$ cat src/rtl/sdm_decimator.sv
// 3rd-order CIC decimator: 1-bit sigma-delta bitstream in, signed 16-bit PCM out.
// Latency: dout_valid rises on the second edge counted from the decimation strobe edge; first valid is edge 4*DECIM+1 after reset.
// Backpressure: none; one bitstream sample is consumed every cycle and dout_valid is a free-running strobe at clk/DECIM.
module sdm_decimator #(
  parameter int LOG2_DECIM = 6,
  parameter int ACC_W      = 3*LOG2_DECIM+2
) (
  input  logic        clk,
  input  logic        rst_n,
  input  logic        din,
  output logic [15:0] dout,
  output logic        dout_valid
);

  // Net shift that normalises the CIC gain DECIM**3 to 2**15 full scale.
  localparam int SH  = 3*LOG2_DECIM - 15;
  // Wide enough to hold ycomb after the largest left shift (LOG2_DECIM=2).
  localparam int W_S = ACC_W + 16;
  localparam logic signed [W_S-1:0] MAXV = W_S'(32767);
  localparam logic signed [W_S-1:0] MINV = ~MAXV;

  logic [ACC_W-1:0]      r_i1, r_i2, r_i3;
  logic [ACC_W-1:0]      r_d1, r_d2, r_d3;
  logic [ACC_W-1:0]      r_ycomb;
  logic [LOG2_DECIM-1:0] r_cnt;
  logic [1:0]            r_warm;
  logic                  r_ypend;

  logic [ACC_W-1:0]      w_x;
  logic [ACC_W-1:0]      w_c1, w_c2, w_c3;
  logic                  w_strobe;
  logic signed [W_S-1:0] w_ext;
  logic signed [W_S-1:0] w_scaled;
  logic [15:0]           w_sat;

  assign w_x      = din ? ACC_W'(1) : '1;
  // Counter sits at DECIM-1 exactly when all bits are set.
  assign w_strobe = &r_cnt;
  assign w_c1     = r_i3 - r_d1;
  assign w_c2     = w_c1 - r_d2;
  assign w_c3     = w_c2 - r_d3;
  assign w_ext    = {{(W_S-ACC_W){r_ycomb[ACC_W-1]}}, r_ycomb};

  generate
    if (SH >= 0) begin : g_shr
      assign w_scaled = w_ext >>> SH;
    end else begin : g_shl
      assign w_scaled = w_ext <<< (-SH);
    end
  endgenerate

  // Clamp the scaled comb result into the signed 16-bit range.
  always_comb begin
    w_sat = w_scaled[15:0];
    if (w_scaled > MAXV) begin
      w_sat = 16'h7fff;
    end else if (w_scaled < MINV) begin
      w_sat = 16'h8000;
    end
  end

  // Integrator chain; all three stages advance together and wrap freely.
  always_ff @(posedge clk or negedge rst_n) begin
    if (!rst_n) begin
      r_i1 <= '0;
      r_i2 <= '0;
      r_i3 <= '0;
    end else begin
      r_i1 <= r_i1 + w_x;
      r_i2 <= r_i2 + r_i1;
      r_i3 <= r_i3 + r_i2;
    end
  end

  // Decimation phase counter; wraps naturally at DECIM.
  always_ff @(posedge clk or negedge rst_n) begin
    if (!rst_n) begin
      r_cnt <= '0;
    end else begin
      r_cnt <= r_cnt + 1'b1;
    end
  end

  // Comb section runs once per output sample at the decimated rate.
  always_ff @(posedge clk or negedge rst_n) begin
    if (!rst_n) begin
      r_d1    <= '0;
      r_d2    <= '0;
      r_d3    <= '0;
      r_ycomb <= '0;
    end else if (w_strobe) begin
      r_d1    <= r_i3;
      r_d2    <= w_c1;
      r_d3    <= w_c2;
      r_ycomb <= w_c3;
    end
  end

  // Suppress the first three comb results, then flag each new one for output.
  always_ff @(posedge clk or negedge rst_n) begin
    if (!rst_n) begin
      r_warm  <= '0;
      r_ypend <= 1'b0;
    end else if (w_strobe) begin
      if (r_warm == 2'd3) begin
        r_ypend <= 1'b1;
      end else begin
        r_warm  <= r_warm + 2'd1;
        r_ypend <= 1'b0;
      end
    end else begin
      r_ypend <= 1'b0;
    end
  end

  // Output register: update and strobe only when a settled sample is pending.
  always_ff @(posedge clk or negedge rst_n) begin
    if (!rst_n) begin
      dout       <= '0;
      dout_valid <= 1'b0;
    end else begin
      dout_valid <= r_ypend;
      if (r_ypend) begin
        dout <= w_sat;
      end
    end
  end

endmodule

$ cat config.mk
export PLATFORM = sky130hd
export DESIGN_NAME = sdm_decimator
export DESIGN_NICKNAME = d
export VERILOG_FILES = /design/src/rtl/sdm_decimator.sv
export SDC_FILE = /design/constraint.sdc
export NUM_CORES = 1
export LEC_CHECK = 0
export CAP_MARGIN = 20
export CORE_MARGIN = 2
export CORE_UTILIZATION = 45
export DETAILED_ROUTE_END_ITERATION = 16
export PLACE_DENSITY_LB_ADDON = 0.15
export SYNTH_ARGS = -nofsm -noshare
export SYNTH_HDL_FRONTEND = slang
export SYNTH_SLANG_ARGS = --single-unit
export TNS_END_PERCENT = 20
$ cat constraint.sdc
create_clock -name clk -period 11.4 [get_ports clk]
set_clock_uncertainty 0.05 [all_clocks]
set_input_delay 2.28 -clock clk [delete_from_list [all_inputs] [get_ports clk]]
set_output_delay 2.28 -clock clk [all_outputs]
set_load 0.1 [all_outputs]
* After elaboration in Yosys (flattened, before gate mapping)
Cells that the tools add are included.
** Word-level totals
- Bits in read-only memories :: 0
- Register bits :: 166
- Input port bits :: 3
- RAM bits :: 0
- Bits in latches :: 0
- Memories :: 0
- Logic and storage cells :: 31
- Output and inout bits :: 17
** Cells by class
- Bitwise gates (word level) :: 1
- Shift-type cells :: 0
- Mux-type cells :: 5
- Equality and inequality tests :: 1
- Multiply operators :: 0
- Reduce and logical (&&, ||, !) cells :: 2
- Order comparisons :: 2
- $add $sub $neg :: 8
- Divide/modulo/power cells :: 0
** Operators with widths (number)
- adder 20 bit :: 3
- subtractor 20 bit :: 3
- two-way mux 16 bit :: 2
- two-way mux 20 bit :: 1
- greater-than comparator 17 x 16 -> 1 bit (second input constant) :: 1
- less-than comparator 17 x 16 -> 1 bit (second input constant) :: 1
- AND reduction 7 bit :: 1
- adder 6 x 1 -> 6 bit (second input constant) :: 1
- AND reduction 6 bit :: 1
- adder 2 x 1 -> 2 bit (second input constant) :: 1
- equality test 2 bit (second input constant) :: 1
- two-way mux 1 bit :: 2
- inverter 1 bit :: 1

* Depth between registers and ports, before layout
- Word-level depth :: 3
- Mapped depth :: 31
- Mapped depth without buffers :: 31

* Worst setup path before layout
Ideal clock, no wire load.
- Kind :: register to register
- Start :: register r_i3[0]
- End :: register r_ycomb[19]
- Data required time :: 11.225 ns
- Cell stages (with the launch flop) :: 32
- Clock period less this slack :: 6.138 ns
- Arrival time :: 5.963 ns
- Buffers on the path :: 0
- Setup slack :: 5.262 ns
- Library setup time :: 0.125 ns
- Cell sequence :: dfrtp_1 -> inv_1 -> ha_1 -> inv_1 -> fa_1 -> a21o_1 -> a21oi_1 -> nor2_1 -> or2_2 -> a21o_1 -> a21o_1 -> a21oi_1 -> xnor2_1 -> ha_1 -> and3_1 -> a21oi_1 -> a31oi_1 -> o21ai_1 -> nor2b_1 -> o21ai_0 -> xor2_1 -> ha_1 -> a21oi_1 -> o21ai_0 -> or3_1 -> a31oi_1 -> nor2_1 -> or4_1 -> a31oi_1 -> o21bai_1 -> xnor3_1 -> mux2_4
** On the way
- Longest elaborated chain between the ends :: 3
** RTL lines
- start: declaration :: line 22 : logic [ACC_W-1:0] r_i1, r_i2, r_i3;
- start signal: assignment :: line 71 : r_i3 <= r_i3 + r_i2;
- subtractor 20 bit :: line 39 : assign w_c1 = r_i3 - r_d1;
- net w_c1[8] :: line 30 : logic [ACC_W-1:0] w_c1, w_c2, w_c3;
- subtractor 20 bit :: line 40 : assign w_c2 = w_c1 - r_d2;
- net w_c2[13] :: line 30
- subtractor 20 bit :: line 41 : assign w_c3 = w_c2 - r_d3;
- end signal: assignment :: line 95 : r_ycomb <= w_c3;
- end: declaration :: line 24 : logic [ACC_W-1:0] r_ycomb;
The timed path passes the listed nets, and every way through them passes these cells.
A chain may end at the register's enable or synchronous reset.

* Worst setup path in the final report
Ends and elaborated chain as after synthesis.

==> results.tsv <==
metric	value	unit
status	complete, no violations	
holdWs	0.4245	ns
tightest_slew	0.9694	ns
reg2reg_slack	4.82	ns
start_kind	flip-flop	
initialDrtViolationCount	193	
ys_ff_latch	163	
crit_family	compound AO/OA/AOI/OAI gates	
end_kind	flip-flop	
cp_slowest_cell	or4_1	
crit_fanout	6	
cp_data_arrival_time	6.83	ns
dpl.hpwl	12690	µm
syn-cell-area	10320	µm²
synthDistinctLibCells	63	
gp_congestion	0.8021	
cp_num_buf_inv	2	
grt_pass1_vias	7052	
rsz0062_at_grt	no	
die_w	155.4	µm
fin_crit	6.575	ns
synth_fp_nets	1201	
fin_setup_tns	0	ns
min_period_over_period	57.68	%
r2r_cells	31	
critPathMaxStageDelay	0.44	ns
initial_utilization	45.72	%
cp.required	11.66	ns
syn_to_final_growth	10.71	%
hold_end	r_cnt[0]$_DFF_PN0_	
cts_setup_buffers	0	
cts_sinks	163	
synth_cells	1079	
wl_per_cell	12.44	µm
path_clk_slew	0.07	ns
route.vias.total	7098	
grt_pass1_wl	31600	µm
synth_edf_count	0	
hold_depth	1	
syn_avg_cell_area	9.564	µm²
dr.pass1.iters	4	
async_flop_share	100.0	%
drc_errors	0	
finalNetCount	1221	
cts_root_buf	clkbuf_16	
pin_count	20	
via_per_inst	5.081	
hold_viol_final	0	
cts_tree	built	
setup.worst_path.class	reg -> reg	
grtUsageTotal	15.67	%
row_count	55	
clock_latency	0.42	ns
max_freq	152.1	MHz
synth-warning-count	0	
wl	17380	µm
cts_hold_buf	0	
ant_nets	0	
synth_ff_type	dfrtp_1	
finalSetupViolations	0	
design.core.area	22570	µm²
yosysSeqAreaShare	39.52	%
cap_violations	0	
grt_max_degree	107	
dp_slack	4.777	ns
design.die.area	24160	µm²
gr-total-overflow	0	
cts-resized-gates	0	
cts_max_path_buffers	2	
die_h	155.4	µm
r2r-end	r_ycomb[19]$_DFFE_PN0P_	
r2r_start	r_i3[0]$_DFF_PN0_	
h-tree-depth	4	
worstHoldStart	r_cnt[0]$_DFF_PN0_	
n_antenna_cell	0	
setup_ws	4.825	ns
drive_gt1_share	6.295	%
drv_slew	0	
slew_headroom	35.38	%
numCtsBuffers	17	
io_buffers	19	
cp.depth	31	
antenna_found_initial	0	
holdCritPathClass	reg -> reg	
[registers in the layout, indices dropped and copies added (netlist names), 6 cells and up]
| register | cells |
|---|---|
| r_i3 | 20 |
| r_i2 | 20 |
| r_d1 | 20 |
| dout | 16 |
| r_cnt | 6 |
| r_d2 | 20 |
| r_d3 | 20 |
| r_i1 | 20 |
| r_ycomb | 17 |
[placed cells by master, fill, tap and decap left out, types with 3 or more instances in the layout]
cell type | Yosys | routed
o41a_1 | 3 | 3
and2_1 | 6 | 6
or2_2 | 5 | 5
maj3_1 | 15 | 15
o21ai_0 | 94 | 94
o21a_1 | 25 | 25
buf_4 | 0 | 3
nand2_1 | 114 | 114
o211ai_1 | 5 | 5
dfrtp_1 | 163 | 163
nor3_1 | 16 | 16
nand2b_1 | 5 | 5
nand3_1 | 13 | 13
or3_1 | 5 | 5
xor2_1 | 30 | 30
a311oi_1 | 3 | 3
and3_1 | 12 | 11
nand4_1 | 3 | 3
o31ai_1 | 6 | 6
a211o_1 | 3 | 3
a21o_1 | 31 | 31
mux2_2 | 21 | 21
bufinv_16 | 0 | 3
inv_1 | 86 | 86
o21bai_1 | 12 | 12
nor2_1 | 57 | 57
clkdlybuf4s50_1 | 0 | 18
clkinvlp_4 | 0 | 4
a21oi_1 | 72 | 72
a41o_1 | 3 | 3
nor2b_1 | 14 | 14
clkbuf_16 | 0 | 17
fa_1 | 5 | 5
o21ai_1 | 6 | 6
a211oi_1 | 5 | 5
xnor2_1 | 67 | 67
ha_1 | 114 | 114
a31oi_1 | 5 | 5
[metal layers]
layer | vias up | part of all wire, % | GRT usage, %
met1 | 3200 | 50 | 20.41
met5 | - | 0 | 0
li1 | 3827 | - | -
met2 | 52 | 47 | 26.63
met4 | 0 | 1.7 | 5.679
met3 | 19 | 1.4 | 2.256
[cells in the mapped netlist, drive strengths merged, types with 3 or more instances]
cell type | count | area share (%)
o21a | 25 | 1.8
nand3 | 13 | 0.63
ha | 114 | 14
xnor2 | 67 | 5.7
a311oi | 3 | 0.25
or2 | 5 | 0.30
clkbuf | 20 | 0.73
mux2 | 22 | 2.4
and2 | 6 | 0.36
xor2 | 30 | 2.5
a41o | 3 | 0.29
o211ai | 5 | 0.36
nor3 | 16 | 0.78
a31oi | 5 | 0.30
and3 | 12 | 0.73
or3 | 5 | 0.30
nor2 | 57 | 2.1
nand4 | 3 | 0.18
inv | 86 | 3.1
maj3 | 15 | 1.5
nand2b | 5 | 0.30
a21o | 31 | 2.3
nor2b | 14 | 0.85
a211o | 3 | 0.25
a211oi | 5 | 0.36
o31ai | 6 | 0.44
o21ai | 100 | 4.8
a21oi | 74 | 3.7
o21bai | 12 | 0.87
fa | 5 | 0.97
dfrtp | 163 | 40
o41a | 3 | 0.33
nand2 | 114 | 4.1
[final cells by class]
cell class                      count  area, µm²
Clock buffer                       21      460.4
Fill cell                        2146      11150
Sequential cell                   163       4079
Clock inverter                     11      151.4
Multi-Input combinational cell    809       5841
Inverter                           86      322.8
Tap cell                          285      356.6
Timing Repair Buffer               22      214.0
[worst register-to-register path, delay by kind of cell (launching register included)]
| family | cells | cell delay [ns] |
|---|---|---|
| and+or+nand+nor | 7 | 1.56 |
| AOI/OAI and AO/OA | 14 | 2.39 |
| xor gates and xnor gates | 3 | 0.49 |
| muxes | 1 | 0.26 |
| DFF | 1 | 0.39 |
| buffers and inverters | 2 | 0.12 |
| adders and majority gates | 4 | 1.23 |
[logic make-up after synthesis]
logic type      Yosys count  share of synthesized area [%]
simple gates            256                          11.12
mux                      22                          2.437
xor+xnor                 99                          8.681
fa+ha+maj               134                          16.25
buf+inv                 107                          3.892
flops                   163                          39.52
compound gates          298                          18.10
[stage by stage]
| step | util (%) | std cells | area [µm²] |
|---|---|---|---|
| global route | 50.62 | 1397 | 11420 |
| CTS | 50.62 | 1397 | 11420 |
| finish | 50.62 | 1397 | 11420 |
| global placement | 47.90 | 1365 | 10810 |
| detailed placement | 47.90 | 1365 | 10810 |
| floorplan | - | 1079 | 10320 |
[worst max path at each step]
stage          slack [ns]                       to               from
6_report             4.82  r_ycomb[19]$_DFFE_PN0P_  r_i3[0]$_DFF_PN0_
4_1_cts              4.76  r_ycomb[19]$_DFFE_PN0P_  r_i3[0]$_DFF_PN0_
2_1_floorplan        5.26  r_ycomb[19]$_DFFE_PN0P_  r_i3[0]$_DFF_PN0_
5_1_grt              4.26  r_ycomb[19]$_DFFE_PN0P_  r_i3[0]$_DFF_PN0_
3_3_place_gp         4.88  r_ycomb[19]$_DFFE_PN0P_  r_i3[0]$_DFF_PN0_
3_5_place_dp         4.78  r_ycomb[19]$_DFFE_PN0P_  r_i3[0]$_DFF_PN0_
Power is left out: the tool's default activity adds up to more than one toggle a clock period on the data nets, which glitch-free logic cannot reach.
==> RTL change 1, RTL diff (same flow settings) <==
Register the input `din` before use, with the module's reset. The logic sees it one clock later.
--- a/src/rtl/sdm_decimator.sv
+++ b/src/rtl/sdm_decimator.sv
@@ -20,4 +20,14 @@
   localparam logic signed [W_S-1:0] MINV = ~MAXV;
 
+  logic din_q;
+
+  always_ff @(posedge clk or negedge rst_n) begin
+    if (!rst_n) begin
+      din_q <= '0;
+    end else begin
+      din_q <= din;
+    end
+  end
+
   logic [ACC_W-1:0]      r_i1, r_i2, r_i3;
   logic [ACC_W-1:0]      r_d1, r_d2, r_d3;
@@ -34,5 +44,5 @@
   logic [15:0]           w_sat;
 
-  assign w_x      = din ? ACC_W'(1) : '1;
+  assign w_x      = din_q ? ACC_W'(1) : '1;
   // Counter sits at DECIM-1 exactly when all bits are set.
   assign w_strobe = &r_cnt;
Function: no difference found for any inputs over 10 cycles, from zero or initial values and one cycle with rst_n low; that may be too few to reach the edited logic, so the function may still have changed.
==> RTL change 1 against the unedited design <==
- non-clock buffer count unchanged
- critical path depth stayed put
- largest cell class unchanged
- sequential cell count increased by 1
- setup slack got worse by 0.050 ns
- die area increased by 0.24%
- synthesized area grew 0.24%
- wire length down 0.17%
- global-route usage down 0.053 points
- synthesized cell count about the same
- final area hardly changed
Power is left out: the tool's default activity adds up to more than one toggle a clock period on the data nets, which glitch-free logic cannot reach.
==> RTL change 1: results (changes against the unedited design) <==
* Ranking of synthesized cells by area: dfrtp_1, ha_1, xnor2_1 (unchanged)
* Final worst setup slack at 4.78 ns (was 4.82 ns)
* Seq area share at 0.359 (was 0.357)
* Clock buf/inv share at 0.0517 (was 0.0536)
* Hold_ws at 0.414 ns (was 0.425 ns)
* Hold/Removal Path Class: reg2reg (unchanged)
* Buffers, non-clock at 22 (unchanged)
* PortBufs at 19 (unchanged)
* First-pass GRT wire length at 31500 um (was 31600 um)
* Required @ worst endpoint at 11.66 ns (about the same)
* Crit Path Max Fanout at 6 (unchanged)
* CTS buffer count at 17 (unchanged)
* Number of global-route vias before repair at 7104 (was 7052)
* Htree depth at 4 (unchanged)
* Ant. Diodes at 0 (unchanged)
* Distinct cells, synth at 63 (unchanged)
* Layout cells sized above 1 at 0.0647 (was 0.0629)
* Clk slew on worst S/H paths at 0.07 ns (about the same)
* Top delay family on crit path: compound AO/OA/AOI/OAI gates (unchanged)
* Root Driver: clkbuf_16 (unchanged)
* Slowest stage delay, CP at 0.43 ns
* Slowest cell on crit path: or4_1 (unchanged)
* Gpl congestion at 0.784 (was 0.802)
* Largest net degree at the start of global routing at 107 (unchanged)
* Placed inst area at 10800 um2 (about the same)
* All-Layer GR Usage at 0.156 (was 0.157)
* Post-synth net total at 1202 (was 1201)
* Sequential cell count at 164 (was 163)
* Filler cells at 2131 (was 2146)
* Endpoints failing setup at 0 (unchanged)
* Buffering overhead at 0.0187 (about the same)
* Drt pass-1 iters at 4 (unchanged)
* Commonest cells post-synth: dfrtp_1, ha_1, nand2_1, o21ai_0, inv_1 (unchanged)
* Reg2Reg Depth at 31 (unchanged)
* DR WL/cell at 12.4 um (about the same)
* Multi-input logic area at 5840 um2 (unchanged)
* Initial DRC Count at 197 (was 193)
* Actual slew at the worst max-slew pin at 0.975 ns (was 0.969 ns)
* Clock Path Buffers at 2 (unchanged)
* DP HPWL at 12700 um (about the same)
* Async set-reset flop share out of synthesis at 1.00 (unchanged)
* Resized Gates After CTS at 0 (unchanged)
* Syn_area_per_cell at 9.58 um2 (was 9.56 um2)
* Inverters excl. clock at 86 (unchanged)
* Outcome: completed (unchanged)
* Count of multi-input gates at 809 (unchanged)
* Detailed-route via count at 7192 (was 7098)
* Clock buf count at 18 (was 21)
* Placed Cells incl. Taps at 1366 (was 1365)
* Area grow syn2layout at 10.5% (was 10.7%)
* Routed WL at 17400 um (about the same)
* Hold Crit Depth at 1 (unchanged)
* Register area share after synthesis at 0.397 (was 0.395)
## RTL change 1: metal layers
layer,vias up,track usage,share of wire
li1,3839,-,-
met5,-,0,0
met4,0,0.0472,0.014
met2,59,0.270,0.47
met3,19,0.0294,0.020
met1,3275,0.199,0.49
## RTL change 1: kinds of logic after synthesis
logic type	Yosys count	share of synthesized area
buf+inv	107	0.0388
fa+ha+maj	134	0.162
simple gates	256	0.111
compound gates	298	0.181
xor+xnor	99	0.0866
mux	22	0.0243
flops	164	0.397
## RTL change 1: path summary, 6_finish.rpt
| check | startpoint | to |
|---|---|---|
| max | r_i3[0] | r_ycomb[19] |
| min | r_cnt[0] | r_cnt[0] |
| max reg2reg | r_i3[0] | r_ycomb[19] |
| min reg2reg | r_cnt[0] | r_cnt[0] |
| max in group asynchronous | rst_n | r_i1[6] |
| min in group asynchronous | rst_n | dout_valid |
==> RTL change 2, RTL diff (config.mk and constraints unchanged) <==
Without the edit above. Change the parameter `LOG2_DECIM` from 6 to 5.
--- a/src/rtl/sdm_decimator.sv
+++ b/src/rtl/sdm_decimator.sv
@@ -3,5 +3,5 @@
 // Backpressure: none; one bitstream sample is consumed every cycle and dout_valid is a free-running strobe at clk/DECIM.
 module sdm_decimator #(
-  parameter int LOG2_DECIM = 6,
+  parameter int LOG2_DECIM = 5,
   parameter int ACC_W      = 3*LOG2_DECIM+2
 ) (
Function: same outputs for any inputs over 10 cycles, from zero or initial values and one cycle with rst_n low; that may be too few to reach the edited logic, so the function may still have changed.
==> RTL change 2 against the unedited design <==
- count of clock-buffer cells in the layout fell by 4
- die area shrank 11%
- highest routed layer unchanged
- first-iteration DRC count is 22% higher
- sequential cell count shrank 19
- final area down 11%
- synthesized area is 11% lower
- fmax up 21%
- setup slack better by 1.1 ns
- synthesized cell count is 14% lower
- wire length is 9.3% lower
- largest cell class unchanged
Power is not shown: default switching activity piles up to over one toggle a cycle in this logic, so the estimate is an artifact.
==> RTL change 2: results (changes against the unedited design) <==
* Multi-input logic area at 5170 um2 (was 5840 um2)
* Sequential cell count at 144 (was 163)
* Top delay family on crit path: compound AO/OA/AOI/OAI gates (unchanged)
* Worst setup startpoint: r_i3[0] (unchanged)
* Hold_ws at 0.407 ns (was 0.425 ns)
* Commonest cells post-synth: dfrtp_1, ha_1, inv_1, o21ai_0, nand2_1 (was dfrtp_1, ha_1, nand2_1, o21ai_0, inv_1)
* Post-synth net total at 1040 (was 1201)
* Routed WL at 15800 um (was 17400 um)
* Met1 global-route usage at 0.194 (was 0.204)
* Crit Path Max Fanout at 6 (unchanged)
* Hold/Removal Path Class: reg2reg (unchanged)
* Seq area share at 0.353 (was 0.357)
* Post-place setup slack at 5.95 ns (was 4.78 ns)
* Actual slew at the worst max-slew pin at 0.960 ns (was 0.969 ns)
* Met3 Use GR at 0.0306 (was 0.0226)
* WL met1 at 7590 um (was 8740 um)
* DP HPWL at 11600 um (was 12700 um)
* Gpl congestion at 0.850 (was 0.802)
* Inverters excl. clock at 86 (unchanged)
* Latest clock arrival within the worst-skew pair at 0.43 ns
* Slowest cell on crit path: fa_1 (was or4_1)
* Met3 WL at 299 um (was 241 um)
* Buffering overhead at 0.0202 (was 0.0187)
* First-pass GRT wire length at 28300 um (was 31600 um)
* Root Driver: clkbuf_16 (unchanged)
* GRT met2 Usage at 0.281 (was 0.266)
* Number of global-route vias before repair at 6329 (was 7052)
* Clock buf/inv share at 0.0551 (was 0.0536)
* Final Instance Area at 10200 um2 (was 11400 um2)
* YS warnings at 0 (unchanged)
* Setup Buffers After CTS at 0 (unchanged)
* Filler cells at 1855 (was 2146)
* Slowest stage delay, CP at 0.42 ns (was 0.44 ns)
* All-Layer GR Usage at 0.160 (was 0.157)
* Ranking of synthesized cells by area: dfrtp_1, ha_1, xnor2_1 (unchanged)
* Initial DRC Count at 236 (was 193)
* Distinct cells, synth at 55 (was 63)
* Placed inst area at 9640 um2 (was 10800 um2)
* Detailed-route via count at 6359 (was 7098)
* Count of multi-input gates at 685 (was 809)
* Ant. Diodes at 0 (unchanged)
* Vias/cell at 5.14 (was 5.08)
* WL met2 at 7600 um (was 8100 um)
* Setup TNS at 0 ns (unchanged)
* Final #Nets at 1062 (was 1221)
* CTS buffer count at 17 (unchanged)
* Buffers, non-clock at 21 (was 22)
* Reg2Reg Depth at 22 (was 31)
* Syn_area_per_cell at 9.81 um2 (was 9.56 um2)
* Register area share after synthesis at 0.394 (was 0.395)
* Outcome: completed (unchanged)
* Largest net degree at the start of global routing at 85 (was 107)
* Reg2reg end: r_ycomb[16] (was r_ycomb[19])
* Placed Cells incl. Taps at 1206 (was 1365)
* Layout cells sized above 1 at 0.0837 (was 0.0629)
## RTL change 2: changes by cell type after synthesis, moves of 7 or more
cell	change
dfrtp_1	-19
a21o_1	-12
o21ai_0	-11
xor2_1	-7
o21a_1	-7
nand2b_1	+10
mux2_2	+14
ha_1	-16
nor2_1	-17
nand2_1	-43
## RTL change 2: cells by family after synthesis
logic type / share of synthesized area
adder cells (fa/ha/maj): 0.162
AND/OR/NAND/NOR: 0.0956
XOR/XNOR: 0.0872
AO/OA/AOI/OAI: 0.170
multiplexers: 0.0485
flip-flops: 0.394
buffers and inverters: 0.0427
## RTL change 2: worst max path at each step
stage                              to  slack [ns]  cells past startpoint
after floorplan           r_ycomb[16]        6.50                     22
after global placement    r_ycomb[16]        6.06                     22
after detailed placement  r_ycomb[16]        5.95                     22
after CTS                 r_ycomb[16]        5.92                     22
after global routing      r_ycomb[16]        5.52                     22
final                     r_ycomb[16]        5.95                     22
